--- src/rtl/pipe_pkg.sv ---
// pipe_pkg: shared types and constants for the pipeline hazard controller.
//   sb_entry_t : one scoreboard slot {valid, dst, wr, load}
//   FWD_RF     : forwarding code meaning "take the operand from the register file"
//   CNT_W      : width of the saturating stall counter
package pipe_pkg;

    // Widest register address the scoreboard can hold; narrower AW values are zero-extended.
    localparam int unsigned SB_DST_W = 16;

    localparam int unsigned CNT_W = 16;
    localparam logic [CNT_W-1:0] CNT_MAX = '1;

    // Code 0 selects the register file; code k selects the result held in stage k-1.
    localparam int unsigned FWD_RF = 0;

    typedef struct packed {
        logic                valid;
        logic [SB_DST_W-1:0] dst;
        logic                wr;
        logic                load;
    } sb_entry_t;

endpackage

--- src/rtl/hz_match.sv ---
// hz_match: finds the youngest scoreboard entry that writes a given source register.
//   i_use     : the source register is actually read
//   i_src     : source register address
//   i_sb      : scoreboard, entry k = instruction now in post-decode stage k
//   o_hit     : some in-flight instruction writes i_src
//   o_k       : stage index of the youngest such instruction
//   o_is_load : that instruction is a load
module hz_match
    import pipe_pkg::*;
#(
    parameter int unsigned AW   = 5,
    parameter int unsigned NSTG = 3,
    parameter int unsigned KW   = 2
) (
    input  logic          i_use,
    input  logic [AW-1:0] i_src,
    input  sb_entry_t     i_sb [NSTG],
    output logic          o_hit,
    output logic [KW-1:0] o_k,
    output logic          o_is_load
);

    logic w_src_zero;
    assign w_src_zero = (i_src == '0);

    always_comb begin
        o_hit     = 1'b0;
        o_k       = '0;
        o_is_load = 1'b0;
        // Walk from oldest to youngest so the lowest matching stage wins.
        for (int k = int'(NSTG) - 1; k >= 0; k--) begin
            if (i_use && !w_src_zero && i_sb[k].valid && i_sb[k].wr &&
                (i_sb[k].dst == SB_DST_W'(i_src))) begin
                o_hit     = 1'b1;
                o_k       = KW'(k);
                o_is_load = i_sb[k].load;
            end
        end
    end

endmodule

--- src/rtl/pipe_hazard_ctrl.sv ---
// pipe_hazard_ctrl: RAW hazard detection, operand forwarding select and branch flush
// for an in-order pipeline with NSTG tracked post-decode stages.
//   clk_PHC, rst_PHC        : clock, synchronous active-high reset
//   id_*                    : instruction in decode (sources, destination, RegWrite, MemRead)
//   br_taken                : taken branch resolved in stage BR_STAGE this cycle
//   stall                   : hold PC and IF/ID, send a bubble into EX
//   flush_ifid              : discard the IF/ID instruction
//   fwd_a, fwd_b            : EX operand source, registered as the instruction enters EX
//   stall_cnt               : saturating count of stall cycles
module pipe_hazard_ctrl
    import pipe_pkg::*;
#(
    parameter int unsigned AW       = 5,
    parameter int unsigned NSTG     = 3,
    parameter int unsigned FWD_EN   = 1,
    parameter int unsigned LD_LAT   = 1,
    parameter int unsigned BR_STAGE = 1,
    localparam int unsigned CW      = $clog2(NSTG + 1)
) (
    input  logic             clk_PHC,
    input  logic             rst_PHC,
    input  logic             id_valid,
    input  logic [AW-1:0]    id_rs,
    input  logic [AW-1:0]    id_rt,
    input  logic             id_use_rs,
    input  logic             id_use_rt,
    input  logic [AW-1:0]    id_dst,
    input  logic             id_wr,
    input  logic             id_load,
    input  logic             br_taken,
    output logic             stall,
    output logic             flush_ifid,
    output logic [CW-1:0]    fwd_a,
    output logic [CW-1:0]    fwd_b,
    output logic [CNT_W-1:0] stall_cnt
);

    localparam logic [CW-1:0] LD_LAT_C = CW'(LD_LAT);
    localparam logic [CW-1:0] FWD_RF_C = CW'(FWD_RF);

    sb_entry_t        r_sb [NSTG];
    logic [CW-1:0]    r_fwd_a;
    logic [CW-1:0]    r_fwd_b;
    logic [CNT_W-1:0] r_stall_cnt;

    logic          w_hit_a, w_hit_b;
    logic [CW-1:0] w_k_a, w_k_b;
    logic          w_ld_a, w_ld_b;
    logic          w_haz_a, w_haz_b;
    logic          w_stall, w_move;
    logic [CW-1:0] w_code_a, w_code_b;
    sb_entry_t     w_id_entry;

    hz_match #(
        .AW   (AW),
        .NSTG (NSTG),
        .KW   (CW)
    ) u_match_a (
        .i_use     (id_use_rs),
        .i_src     (id_rs),
        .i_sb      (r_sb),
        .o_hit     (w_hit_a),
        .o_k       (w_k_a),
        .o_is_load (w_ld_a)
    );

    hz_match #(
        .AW   (AW),
        .NSTG (NSTG),
        .KW   (CW)
    ) u_match_b (
        .i_use     (id_use_rt),
        .i_src     (id_rt),
        .i_sb      (r_sb),
        .o_hit     (w_hit_b),
        .o_k       (w_k_b),
        .o_is_load (w_ld_b)
    );

    // Without forwarding every match blocks; with it only a load still inside its
    // latency window does.
    assign w_haz_a = w_hit_a && ((FWD_EN == 0) || (w_ld_a && (w_k_a < LD_LAT_C)));
    assign w_haz_b = w_hit_b && ((FWD_EN == 0) || (w_ld_b && (w_k_b < LD_LAT_C)));

    // A taken branch kills the decode instruction, so it must never be held.
    assign w_stall = !rst_PHC && id_valid && !br_taken && (w_haz_a || w_haz_b);
    assign w_move  = id_valid && !w_stall && !br_taken;

    assign w_code_a = ((FWD_EN != 0) && w_hit_a) ? (w_k_a + CW'(1)) : FWD_RF_C;
    assign w_code_b = ((FWD_EN != 0) && w_hit_b) ? (w_k_b + CW'(1)) : FWD_RF_C;

    always_comb begin
        w_id_entry       = '0;
        w_id_entry.valid = 1'b1;
        w_id_entry.dst   = SB_DST_W'(id_dst);
        w_id_entry.wr    = id_wr;
        w_id_entry.load  = id_load;
    end

    always_ff @(posedge clk_PHC) begin
        if (rst_PHC) begin
            for (int k = 0; k < int'(NSTG); k++) begin
                r_sb[k] <= '0;
            end
            r_fwd_a     <= '0;
            r_fwd_b     <= '0;
            r_stall_cnt <= '0;
        end else begin
            // Entries younger than the branch are squashed as they shift.
            for (int k = int'(NSTG) - 1; k > 0; k--) begin
                r_sb[k] <= (br_taken && ((k - 1) < int'(BR_STAGE))) ? '0 : r_sb[k-1];
            end
            r_sb[0] <= w_move ? w_id_entry : '0;
            r_fwd_a <= w_move ? w_code_a : FWD_RF_C;
            r_fwd_b <= w_move ? w_code_b : FWD_RF_C;
            if (w_stall && (r_stall_cnt != CNT_MAX)) begin
                r_stall_cnt <= r_stall_cnt + 1'b1;
            end
        end
    end

    assign stall      = w_stall;
    assign flush_ifid = !rst_PHC && br_taken;
    assign fwd_a      = r_fwd_a;
    assign fwd_b      = r_fwd_b;
    assign stall_cnt  = r_stall_cnt;

endmodule

--- config.mk ---
export PLATFORM = sky130hd
export DESIGN_NAME = pipe_hazard_ctrl
export DESIGN_NICKNAME = d
export VERILOG_FILES = /design/src/rtl/pipe_pkg.sv /design/src/rtl/hz_match.sv /design/src/rtl/pipe_hazard_ctrl.sv
export SDC_FILE = /design/constraint.sdc
export NUM_CORES = 1
export LEC_CHECK = 0
export BUFFER_PORTS_ARGS = -buffer_cell sky130_fd_sc_hd__buf_2
export CORE_ASPECT_RATIO = 0.8
export CORE_UTILIZATION = 45
export DETAILED_ROUTE_END_ITERATION = 7
export PLACE_DENSITY = 0.75
export REMOVE_ABC_BUFFERS = 1
export SLEW_MARGIN = 20
export SYNTH_ARGS = -nofsm -noshare
export SYNTH_HDL_FRONTEND = slang
export SYNTH_SLANG_ARGS = --single-unit
--- constraint.sdc ---
create_clock -name clk_PHC -period 3.4 [get_ports clk_PHC]
set_input_delay 0.34 -clock clk_PHC [delete_from_list [all_inputs] [get_ports clk_PHC]]
set_output_delay 0.34 -clock clk_PHC [all_outputs]
set_load 0.005 [all_outputs]
* Yosys cells after proc, flatten, opt, wreduce, memory -nomap -nowiden
Index checks and enable logic that the tools add are counted.
** Word-level totals
- Register bits after elaboration :: 77
- Bits in latches :: 0
- Bits in writable memories :: 0
- Memory bits (read-only) :: 0
- Input port bits :: 23
- Output and inout bits :: 22
- Word-level logic and storage cells :: 93
- Memories kept :: 0
** Operators by class
- $add $sub $neg :: 3
- $mul :: 0
- Div/mod/pow operators :: 0
- Order comparisons :: 2
- Eq/ne operators :: 7
- Shifts and indexed selects :: 0
- Muxes and demuxes :: 19
- Bitwise gates (word level) :: 3
- Reductions and logical operators :: 43
** Operator list (count)
- $eq 16x5->1 :: 6
- $logic_and 1x1->1 :: 31
- $mux 19 :: 1
- $add 16x1->16 const B :: 1
- $ne 16x16->1 const B :: 1
- $mux 1 :: 12
- $mux 2 :: 6
- $logic_not 5->1 :: 2
- $reduce_or 3->1 :: 2
- $logic_not 1->1 :: 5
- $add 2x1->2 const B :: 2
- $lt 2x1->1 const B :: 2
- $reduce_or 2->1 :: 2
- $not 1->1 :: 3
- $logic_or 1x1->1 :: 1

* Logic depth before layout (Yosys ltp)
Gate-level depths: netlist of the first run.
- Depth in word-level cells :: 19
- Mapped depth :: 12
- Depth with buffers taken out :: 10

* Modules after synthesis
A second synthesis of the first run with hierarchy kept.
** Unflattened totals
- Cell total of the unflattened synthesis :: 286
- Area, all modules :: 2456.1 um^2
** Modules (own cells, without submodules)
- pipe_hazard_ctrl :: times used 1, cells each 158, area an instance 1610.3 um^2, seq. area each 880.8 um^2
- hz_match :: times used 2, cells each 64, area an instance 422.9 um^2, seq. area each 0.0 um^2

* Least setup slack after synthesis of the first run
No wires, ideal clock.
- Kind :: in2reg
- Start :: input id_rt[0]
- End :: register r_stall_cnt[8], in the netlist stall_cnt[8]
- Library setup time :: 0.071 ns
- Arrival :: 2.437 ns
- Required time :: 3.329 ns
- Slack :: 0.892 ns
- Stages :: 11
- Buffers on the path :: 1
- Path through :: or4_1 > or2_1 > nand3_1 > nand2b_1 > ha_1 > o21ai_0 > a21oi_4 > o21ai_2 > buf_6 > or3_1 > a21oi_1
** Between the ends
- Longest elaborated chain between the ends :: 15
- Elaborated cells on any way between the ends :: 30
- Those cells by class :: 1 x order compare; 3 x eq/ne; 9 x mux; 17 x reduce/logical
** RTL lines
- from (decl) :: line pipe_hazard_ctrl.sv:24 : input logic [AW-1:0] id_rt,
- $logic_not 5->1 :: line hz_match.sv:24 : assign w_src_zero = (i_src == '0);
- $logic_not 1->1 :: line hz_match.sv:32 : if (i_use && !w_src_zero && i_sb[k].valid && i_sb[k].wr &&
- $logic_and 1x1->1 (4 in a row) :: line hz_match.sv:32
- $mux 2 (3 in a row) :: line hz_match.sv:32
- $lt 2x1->1 :: line pipe_hazard_ctrl.sv:83 : assign w_haz_b = w_hit_b && ((FWD_EN == 0) || (w_ld_b && (w_k_b < LD_LAT_C)));
- $logic_and 1x1->1 :: line pipe_hazard_ctrl.sv:83
- $logic_and 1x1->1 * :: line pipe_hazard_ctrl.sv:83
- $logic_or 1x1->1 * :: line pipe_hazard_ctrl.sv:86 : assign w_stall = !rst_PHC && id_valid && !br_taken && (w_haz_a || w_haz_b);
- $logic_and 1x1->1 * :: line pipe_hazard_ctrl.sv:86
- $logic_and 1x1->1 * :: line pipe_hazard_ctrl.sv:116 : if (w_stall && (r_stall_cnt != CNT_MAX)) begin
- to (signal assigned) :: line pipe_hazard_ctrl.sv:117 : r_stall_cnt <= r_stall_cnt + 1'b1;
- to (decl) :: line pipe_hazard_ctrl.sv:44 : logic [CNT_W-1:0] r_stall_cnt;
Mark *: on every way between the ends. The rest lies on a longest branch, timed or not.
A chain may end at the register's enable or synchronous reset.

* Worst setup path in the final report of the first run
- Start :: register r_sb[44] (netlist name)
- End :: output stall
** Between the ends
- Longest elaborated chain between the ends :: 8
- Elaborated cells on any way between the ends :: 18
- Those cells by class :: 2 x order compare; 2 x eq/ne; 6 x mux; 8 x reduce/logical
** RTL lines
- from (decl) :: line pipe_hazard_ctrl.sv:41 : sb_entry_t r_sb [NSTG];
- from (signal, indexed assignment) :: line pipe_hazard_ctrl.sv:111 : r_sb[k] <= (br_taken && ((k - 1) < int'(BR_STAGE))) ? '0 : r_sb[k-1];
- $eq 16x5->1 :: line hz_match.sv:33 : (i_sb[k].dst == SB_DST_W'(i_src))) begin
- $logic_and 1x1->1 :: line hz_match.sv:32
- $mux 2 :: line hz_match.sv:32
- $lt 2x1->1, on equally long branches :: line pipe_hazard_ctrl.sv:82, pipe_hazard_ctrl.sv:83
- $logic_and 1x1->1, on equally long branches (2 in a row) :: line pipe_hazard_ctrl.sv:82, pipe_hazard_ctrl.sv:83
- $logic_or 1x1->1 * :: line pipe_hazard_ctrl.sv:86
- $logic_and 1x1->1 * :: line pipe_hazard_ctrl.sv:86
- to (decl) :: line pipe_hazard_ctrl.sv:31 : output logic stall,
Marks and branches as above.

==> impl_metrics.toml, run 1 <==
[clock_network]
clk_pin_slew_ns = 0.08
cts_sinks = 44
cts_tree = "done"
root_buffer = "clkbuf_8"
clk_path_buf_depth = 2
clkLatencyLatePin_ns = 0.30
postCtsSetupBuffers = 0
htreeDepth = 2
post_cts_resized = 0
hold_buffers = 0
cts_buffers = 5

[logic_synthesis]
yosysSeqAreaShare = 0.420
synth_xor_xnor_area_share = 0.146
syn_inst = 225
synth_top_family_by_area = "simple AND/OR/NAND/NOR gates"
synth_edf_count = 0
ys_async_sr_fraction = 0
synth_mux_area_frac = 0.00477
syn_area_mm2 = 0.00210
synth.avg_cell_area_um2 = 9.33
yosys.area_share.simple = 0.264
synth_cell_types = 38
synthAdderAreaFrac = 0.0179
ys_ff_latch = 44
yosysWarningCount = 0
synth_flop_cell = "dfxtp_1"
synth_compound_area_frac = 0.128

[power_and_ir_drop]
netSwitchingPower_uw = 222
comb_power_share = 0.058
seq_power_share = 0.529
power.leakage_nw = 1.01
power.share.clock = 0.413
swShare = 0.225
ir_drop_mv = 0.195
power.density_mw_per_mm2 = 397
intPower_uw = 767

[drt]
drt-total-wl_um = 4610
vias = 1755
drcViolationCount = 0
drt_iter0_markers = 111
vias_per_cell = 5.30
drtPass1Iterations = 4
ant_nets = 0
avgRoutedWirePerCell_um = 13.9

[global_route]
grt_use_total = 0.202
first_global_vias = 1536
grt_pass1_wl_um = 7560
grt_start_max_net_pins = 27
grt_antenna_before_repair = 0
grt_overflow = 0

[floorplanning]
ios = 45
die_area_mm2 = 0.00494
rows = 21
coreArea_mm2 = 0.00434
fp.dieW_um = 78.4
start_util = 0.484
die_h_um = 63.1

[min_path]
min_from = "id_wr"
hold_path_class = "input port to flip-flop"

[worst_setup_path]
critical_path.startpoint = "r_sb[44]"
critPathMaxFanout = 7
crit_chain = "xnor2_1 > nand4_1 > or4_1 > nand3_1 > ha_1 > o21ai_4 > a31oi_4 > nor2_1 > nor2_1 > buf_2"
crit_path_frequent_cell = "nor2_1"
r2r_start = "r_sb[44]"
r2r-end = "stall_cnt[12]"
cp_data_arrival_time_ns = 2.66
crit_slowest_cell = "or4_1"
slowest_delay_ns = 0.65
cp.required_ns = 3.06
reg2reg_slack_ns = 0.43
critical_path_class = "flip-flop to primary output"
crit_path_end = "stall"
worst_setup_path_start_kind = "flip-flop"
rr_worst_depth = 10
end_kind = "primary output"

[sta]
rsz0062_at_grt = "false"
maxSlewViolCount = 0
period_minus_slack_ns = 3.00
finalSetupViolCount = 0
hold_viol = 0
tns_ns = 0
period_share = 0.883
slew_headroom = 0.550
tightest_slew_ns = 0.669
clock_skew_ns = 0.00408
max_freq_mhz = 333

[run_status]
status = "completed"

[final_layout]
syn_to_final_growth_pct = 18.6
multi_input_area_mm2 = 0.00118
mostFrequentLayoutCells = "dfxtp_1 (44), buf_2 (44), xnor2_1 (18), xor2_1 (17), and2_1 (16)"
ff_latch_area_um2 = 881
postLayoutCellArea_mm2 = 0.00249
fillers = 409
drive_gt1_frac = 0.223
diodes = 0
fin_nets = 299

[place]
place_congestion = 0.885
portBuffers = 44
dp_hpwl_um = 3510
place_area_mm2 = 0.00237

[flow_run]
cap_violations = 0
[how the worst min path moves through the flow]
stage	end	slack (ns)	depth (start not counted)
2_1_floorplan	stall_cnt[10]	0.41	1
3_3_place_gp	r_sb[37]	0.43	1
3_5_place_dp	r_sb[20]	0.45	1
4_1_cts	r_sb[39]	0.22	2
5_1_grt	r_sb[39]	0.23	2
6_report	r_sb[39]	0.23	2
[cell usage after synthesis, types with 5 or more instances]
cell type	n	area, um2
a21oi_1	10	50.1
and2_1	16	100
dfxtp_1	44	881
nand2_1	13	48.8
nand3_1	11	55.1
nand4_1	8	50.1
nor2_1	9	33.8
nor2b_1	10	62.6
nor3_1	5	25.0
o21ai_0	9	45.0
or3_1	8	50.1
or4_1	8	60.1
xnor2_1	18	158
xor2_1	17	149
[per-layer routing]
layer | up-vias | global-route usage | wire length (um)
met1 | 817 | 0.314 | 2450
met3 | 7 | 0.0464 | 242
li1 | 892 | - | -
met5 | - | 0 | 0
met2 | 39 | 0.265 | 1850
met4 | 0 | 0.0694 | 63
[logic make-up after synthesis]
family / Yosys count
flops: 44
buf+inv: 8
fa+ha+maj: 3
simple gates: 97
compound gates: 37
xor+xnor: 35
mux: 1
[through the flow]
stage	std cells	power (mW)	setup WS (ns)	hold slack (ns)	util
floorplan	220	0.561	0.744	0.409	-
global placement	323	0.593	0.427	0.432	0.548
detailed placement	323	0.593	0.387	0.445	0.548
CTS	331	1.00	0.376	0.224	0.574
global route	331	1.03	0.192	0.229	0.574
finish	331	0.989	0.396	0.232	0.574
[registers in the layout, summed over array words and instances, names as in the netlist]
name       cells
fwd_b          2
r_sb          24
stall_cnt     16
fwd_a          2
[layout make-up]
type,count,share of cell area
clock buffer,5,0.0276
inverter,3,0.00452
tap,57,0.0286
timing repair buffer,46,0.0945
clock inverter,3,0.0186
sequential,44,0.354
multi-input combinational,173,0.472
[power groups by stage]
stage	clock, mW	sequential, mW	combinational [mW]
2_1_floorplan	0	0.534	0.0269
3_3_place_gp	0	0.536	0.0572
3_5_place_dp	0	0.536	0.0569
4_1_cts	0.419	0.524	0.0572
5_1_grt	0.439	0.524	0.0634
6_report	0.409	0.524	0.0570
[critical path: cells and delay by family (launching register included)]
family                   cells  cell delay, ns
AO/OA/AOI/OAI                2            0.32
XOR/XNOR                     1            0.14
buffers and inverters        1            0.13
adder cells (fa/ha/maj)      1            0.22
AND/OR/NAND/NOR              5            1.14
flip-flops                   1            0.42
Power figures use the tool's default switching activity.
==> inputs of run 2 (changes only) <==
--- a/config.mk
+++ b/config.mk
@@ -5,11 +5,12 @@
 export SDC_FILE = /design/constraint.sdc
 export NUM_CORES = 1
 export LEC_CHECK = 0
+export ABC_AREA = 1
 export BUFFER_PORTS_ARGS = -buffer_cell sky130_fd_sc_hd__buf_2
 export CORE_ASPECT_RATIO = 0.8
 export CORE_UTILIZATION = 45
 export DETAILED_ROUTE_END_ITERATION = 7
-export PLACE_DENSITY = 0.75
+export PLACE_DENSITY = 0.73
 export REMOVE_ABC_BUFFERS = 1
 export SLEW_MARGIN = 20
 export SYNTH_ARGS = -nofsm -noshare
==> run 2 against run 1 <==
Net effect: first-iteration DRC count is 50% higher; sequential share of layout area is 8.1 points lower; critical endpoint unchanged; clock-buffer cell count is 2 higher.
==> impl_metrics.toml, run 2 <==
[clock_network]
cts_tree = "done"
clkLatencyLatePin_ns = 0.30
clk_path_buf_depth = 2
post_cts_resized = 0
cts_buffers = 5
htreeDepth = 2
root_buffer = "clkbuf_8"
cts_sinks = 44
clk_pin_slew_ns = 0.09
hold_buffers = 0
postCtsSetupBuffers = 0

[sta]
period_share = 0.795
rsz0062_at_grt = "false"
maxSlewViolCount = 0
max_freq_mhz = 370
period_minus_slack_ns = 2.70
clock_skew_ns = 0.0103
finalSetupViolCount = 0
slew_headroom = 0.547
hold_viol = 0
hold-worst-slack_ns = 0.245
tns_ns = 0
setup_slack_ns = 0.696
tightest_slew_ns = 0.679

[power_and_ir_drop]
p_total_uw = 964
intPower_uw = 714
seq_power_share = 0.542
comb_power_share = 0.097
swShare = 0.260
ir_drop_mv = 0.291
power.share.clock = 0.361
power.leakage_nw = 1.45
power.density_mw_per_mm2 = 299
netSwitchingPower_uw = 250

[global_route]
grt_start_max_net_pins = 25
grt_antenna_before_repair = 0
grt_use_total = 0.218
grt_pass1_wl_um = 11600
grt_overflow = 0
first_global_vias = 2504

[drt]
drtPass1Iterations = 5
avgRoutedWirePerCell_um = 12.7
drt-total-wl_um = 6950
ant_nets = 0
drt_iter0_markers = 166
vias = 2761
drcViolationCount = 0
vias_per_cell = 5.04

[logic_synthesis]
synth_cell_types = 30
synth_xor_xnor_area_share = 0.0431
synthAdderAreaFrac = 0.0132
yosys.area.top_type = "dfxtp_1"
syn_inst = 420
synth.avg_cell_area_um2 = 6.78
synth_compound_area_frac = 0.0576
synthTopCellsByCount = "nand2_1 (113), nor2_1 (64), inv_1 (53)"
synth_edf_count = 0
yosys.area_share.simple = 0.476
ys_ff_latch = 44
yosysSeqAreaShare = 0.309
synth_mux_area_frac = 0
yosysWarningCount = 0
syn_area_mm2 = 0.00285
synth.area.top_cells = "dfxtp_1 (31%), nand2_1 (15%), nor2_1 (8.4%)"
synth_top_cell_area_share = 0.309
synth_top_family_by_area = "simple AND/OR/NAND/NOR gates"
synth_flop_cell = "dfxtp_1"
synth_most_common_cell = "nand2_1"
ys_async_sr_fraction = 0

[worst_setup_path]
critPathMaxFanout = 18
slowest_delay_ns = 0.45
critical_path_class = "flip-flop to primary output"
cp.required_ns = 3.06
cp_data_arrival_time_ns = 2.36
worst_setup_path_start_kind = "flip-flop"
end_kind = "primary output"
crit_path_frequent_cell = "nand2_1"
crit_slowest_cell = "nor4_1"
crit_chain = "inv_2 > a21oi_1 > nand2_1 > nor4_1 > nand2_1 > ha_1 > nand2_1 > nor2_4 > nand2_4 > nand2_8 > nand2_1 > inv_1 > buf_2"

[place]
place_area_mm2 = 0.00313
portBuffers = 44
dp_slack_ns = 0.891
dpl.cell_count = 540
dp_hpwl_um = 5460
place_congestion = 0.950

[floorplanning]
ios = 45
die_h_um = 73.1
start_util = 0.474
die_area_mm2 = 0.00665
coreArea_mm2 = 0.00601
fp.dieW_um = 90.9
rows = 25

[final_layout]
diodes = 0
drive_gt1_frac = 0.257
fillers = 630
fin_nets = 492
final_util = 0.537
layout_commonest_cell = "nand2_1"
largest_register_ffs = 24
fin_cells = 548
postLayoutCellArea_mm2 = 0.00323
syn_to_final_growth_pct = 13.3
mostFrequentLayoutCells = "nand2_1 (113), nor2_1 (64), inv_1 (53), dfxtp_1 (44), buf_2 (44)"
top_register = "r_sb"

[flow_run]
cap_violations = 0

[run_status]
status = "completed"

[min_path]
hold_path_class = "input port to flip-flop"
==> run 2: changes by cell type after synthesis, sizes merged, moves of 10 or more <==
| cell | before | now |
|---|---|---|
| nand2 | 13 | 129 |
| nor2 | 9 | 72 |
| inv | 3 | 65 |
| nand3 | 12 | 29 |
| and2 | 16 | 0 |
| nand4 | 8 | 22 |
| xnor2 | 18 | 5 |
| nor2b | 10 | 0 |
==> run 2: logic make-up after synthesis <==
kind of cell               Yosys count
and+or+nand+nor                    263
buffers and inverters               71
DFF                                 44
AOI/OAI and AO/OA                   25
xor gates and xnor gates            14
adders and majority gates            3
==> run 2: layout make-up <==
cell class	count	area (um2)	share of cell area
Multi-Input combinational cell	305	1680	0.520
Clock buffer	7	86.3	0.0268
Tap cell	81	101	0.0314
Inverter	65	244	0.0756
Timing Repair Buffer	45	228	0.0706
Clock inverter	1	7.51	0.00233
Sequential cell	44	881	0.273
==> run 2: worst paths after layout <==
check                    start             to  slack [ns]  cells after the start
setup / recovery      r_sb[24]          stall        0.70                     13
hold / removal           id_wr       r_sb[39]        0.24                      3
setup reg to reg  stall_cnt[0]  stall_cnt[13]        1.04                      9
hold reg to reg       r_sb[56]       r_sb[37]        0.44                      2
==> run 2: worst max-delay path: cells and delay by family (launching register included) <==
kind / cells / cell delay, ns
AO/OA/AOI/OAI: 1 / 0.12
adder cells (fa/ha/maj): 1 / 0.21
buffers and inverters: 3 / 0.21
flip-flops: 1 / 0.40
AND/OR/NAND/NOR: 8 / 1.11
==> run 2: routing by layer <==
metal	vias to the layer above	global-route usage	wire (um)
met4	0	0.0459	61
met3	9	0.0438	493
li1	1403	-	-
met2	92	0.351	3030
met1	1257	0.305	3380
met5	-	0	0
==> run 2: power groups by stage <==
stage	Combinational, mW	Clock [mW]	Sequential (mW)
3_3_place_gp	0.0912	0	0.534
2_1_floorplan	0.0518	0	0.533
5_1_grt	0.105	0.374	0.523
3_5_place_dp	0.0922	0	0.534
4_1_cts	0.0926	0.354	0.522
6_report	0.0935	0.348	0.522
==> inputs of run 3 (changes only) <==
==> constraint.sdc (replaced) <==
create_clock -name clk_PHC -period 2.5 [get_ports clk_PHC]
set_input_delay 0.25 -clock clk_PHC [delete_from_list [all_inputs] [get_ports clk_PHC]]
set_output_delay 0.25 -clock clk_PHC [all_outputs]
set_load 0.005 [all_outputs]
==> run 3 against run 2 <==
Net effect: largest power group unchanged; clock skew shrank 0.0010 ns; routed wire length is 4.8% higher; highest routed layer unchanged; non-clock buffer count rose by 5; first-iteration DRC count grew 16%; register-to-register slack worse by 0.84 ns; critical endpoint unchanged; worst hold slack worse by 0.077 ns; total power up 32%; combinational power is 41% higher; setup slack worse by 0.58 ns; largest cell class unchanged.
==> impl_metrics.toml, run 3 (synthesis results as in run 2) <==
[worst_setup_path]
end_kind = "primary output"
rr_worst_depth = 15
critical_path_class = "flip-flop to primary output"
cp.required_ns = 2.25
slowest_delay_ns = 0.35
worst-path-buf-inv = 4
cp_data_arrival_time_ns = 2.14
cp_num_cells = 15
worst_setup_path_start_kind = "flip-flop"
crit_slowest_cell = "dfxtp_2"
crit_path_frequent_cell = "inv_1"
path_delay_family = "simple AND/OR/NAND/NOR gates"
crit_chain = "inv_1 > nand2_2 > nand3_1 > nor2_2 > nand3_2 > a31oi_4 > inv_1 > ha_1 > nand2_2 > nor2_4 > nand2_4 > nand2_8 > nand2_1 > inv_1 > buf_2"
critPathMaxFanout = 3

[sta]
period_share = 0.955
setup_slack_ns = 0.112
tightest_slew_ns = 0.584
hold_viol = 0
period_minus_slack_ns = 2.39
slew_headroom = 0.611
maxSlewViolCount = 0
clock_skew_ns = 0.00922
max_freq_mhz = 419
finalSetupViolCount = 0
tns_ns = 0

[clock_network]
cts_tree = "done"
cts_sinks = 44
cts_buffers = 5
htreeDepth = 2
clkLatencyLatePin_ns = 0.30
hold_buffers = 0
root_buffer = "clkbuf_8"
clk_pin_slew_ns = 0.08
clk_path_buf_depth = 2

[global_route]
grt_use_met3 = 0.0365
grt_antenna_before_repair = 0
first_global_vias = 2452
grt_pass1_wl_um = 11600
grt_start_max_net_pins = 25
gr-max-usage-layer = "met2"
met1_usage = 0.318
use_met2 = 0.338
grt_use_total = 0.220
grt_overflow = 0

[final_layout]
syn_to_final_growth_pct = 16.9
mostFrequentLayoutCells = "nand2_1 (109), nor2_1 (63), inv_1 (51), buf_2 (44), dfxtp_1 (37)"
top_register = "r_sb"
fillers = 615
largest_register_ffs = 24
drive_gt1_frac = 0.301
fin_nets = 498
diodes = 0
layout_commonest_cell = "nand2_1"

[power_and_ir_drop]
power.density_mw_per_mm2 = 383
power.leakage_nw = 1.49
ir_drop_mv = 0.274
p_total_mw = 1.28

[drt]
avgRoutedWirePerCell_um = 13.2
drt_iter0_markers = 192
ant_nets = 0
vias_per_cell = 4.97
drcViolationCount = 0
drt-total-wl_um = 7290
drtPass1Iterations = 5
vias = 2750

[place]
place_congestion = 0.948
dp_hpwl_um = 5480
portBuffers = 44
dp_slack_ns = 0.0789

[floorplanning]
ios = 45
die_h_um = 73.1
start_util = 0.474
die_area_mm2 = 0.00665
fp.dieW_um = 90.9
rows = 25
coreArea_mm2 = 0.00601

[flow_run]
cap_violations = 0

[min_path]
min_path_cells = 3
hold_path_class = "input port to flip-flop"

[run_status]
status = "completed"
## run 3: tightest hold or removal path: stages
cell and delay, ns:
buf_2 0.09, inv_1 0.04, nor2_1 0.03
## run 3: stage by stage
step / hold WS, ns / cells / cell area, um2 / util
floorplan: 0.312 / 414 / 2800 / -
global placement: 0.433 / 542 / 3150 / 0.524
detailed placement: 0.439 / 542 / 3150 / 0.524
CTS: 0.161 / 550 / 3250 / 0.541
global route: 0.176 / 553 / 3330 / 0.554
finish: 0.168 / 553 / 3330 / 0.554
## run 3: what timing repair did
item / CTS / global route
buffers inserted: 1 / 2
gates resized for setup: 4 / 19
setup endpoints to repair: 1 / 15
pin swaps: 2 / 5
cloned: 0 / 1
## run 3: final timing paths
| kind | from | endpoint | slack [ns] |
|---|---|---|---|
| worst max-delay path | r_sb[22] | stall | 0.11 |
| worst min-delay path | id_load | r_sb[38] | 0.17 |
| worst max register to register | r_sb[39] | stall_cnt[11] | 0.20 |
| worst min register to register | r_sb[56] | r_sb[37] | 0.44 |
## run 3: layout make-up
cell class              count  area [um2]  share of cell area
clock buffers               6        72.6              0.0218
clock inverters             1        5.00             0.00150
inverters                  65         244              0.0733
multi-input cells         306        1750               0.525
flip-flops and latches     44         890               0.267
well taps                  81         101              0.0305
repair buffers             50         269              0.0808
## run 3: power by group
group	internal (mW)	total [mW]	leakage [nW]	switching, mW
Combinational	0.0409	0.132	1.09	0.0909
Clock	0.191	0.433	0.0410	0.242
Sequential	0.706	0.710	0.359	0.00424
Total	0.938	1.28	1.49	0.338
## run 3: per-layer routing
layer	wire [um]	part of all wire	vias to the layer above
li1	-	-	1425
met1	3590	0.49	1225
met2	3120	0.43	89
met3	478	0.066	11
met4	109	0.015	0
met5	0	0	-
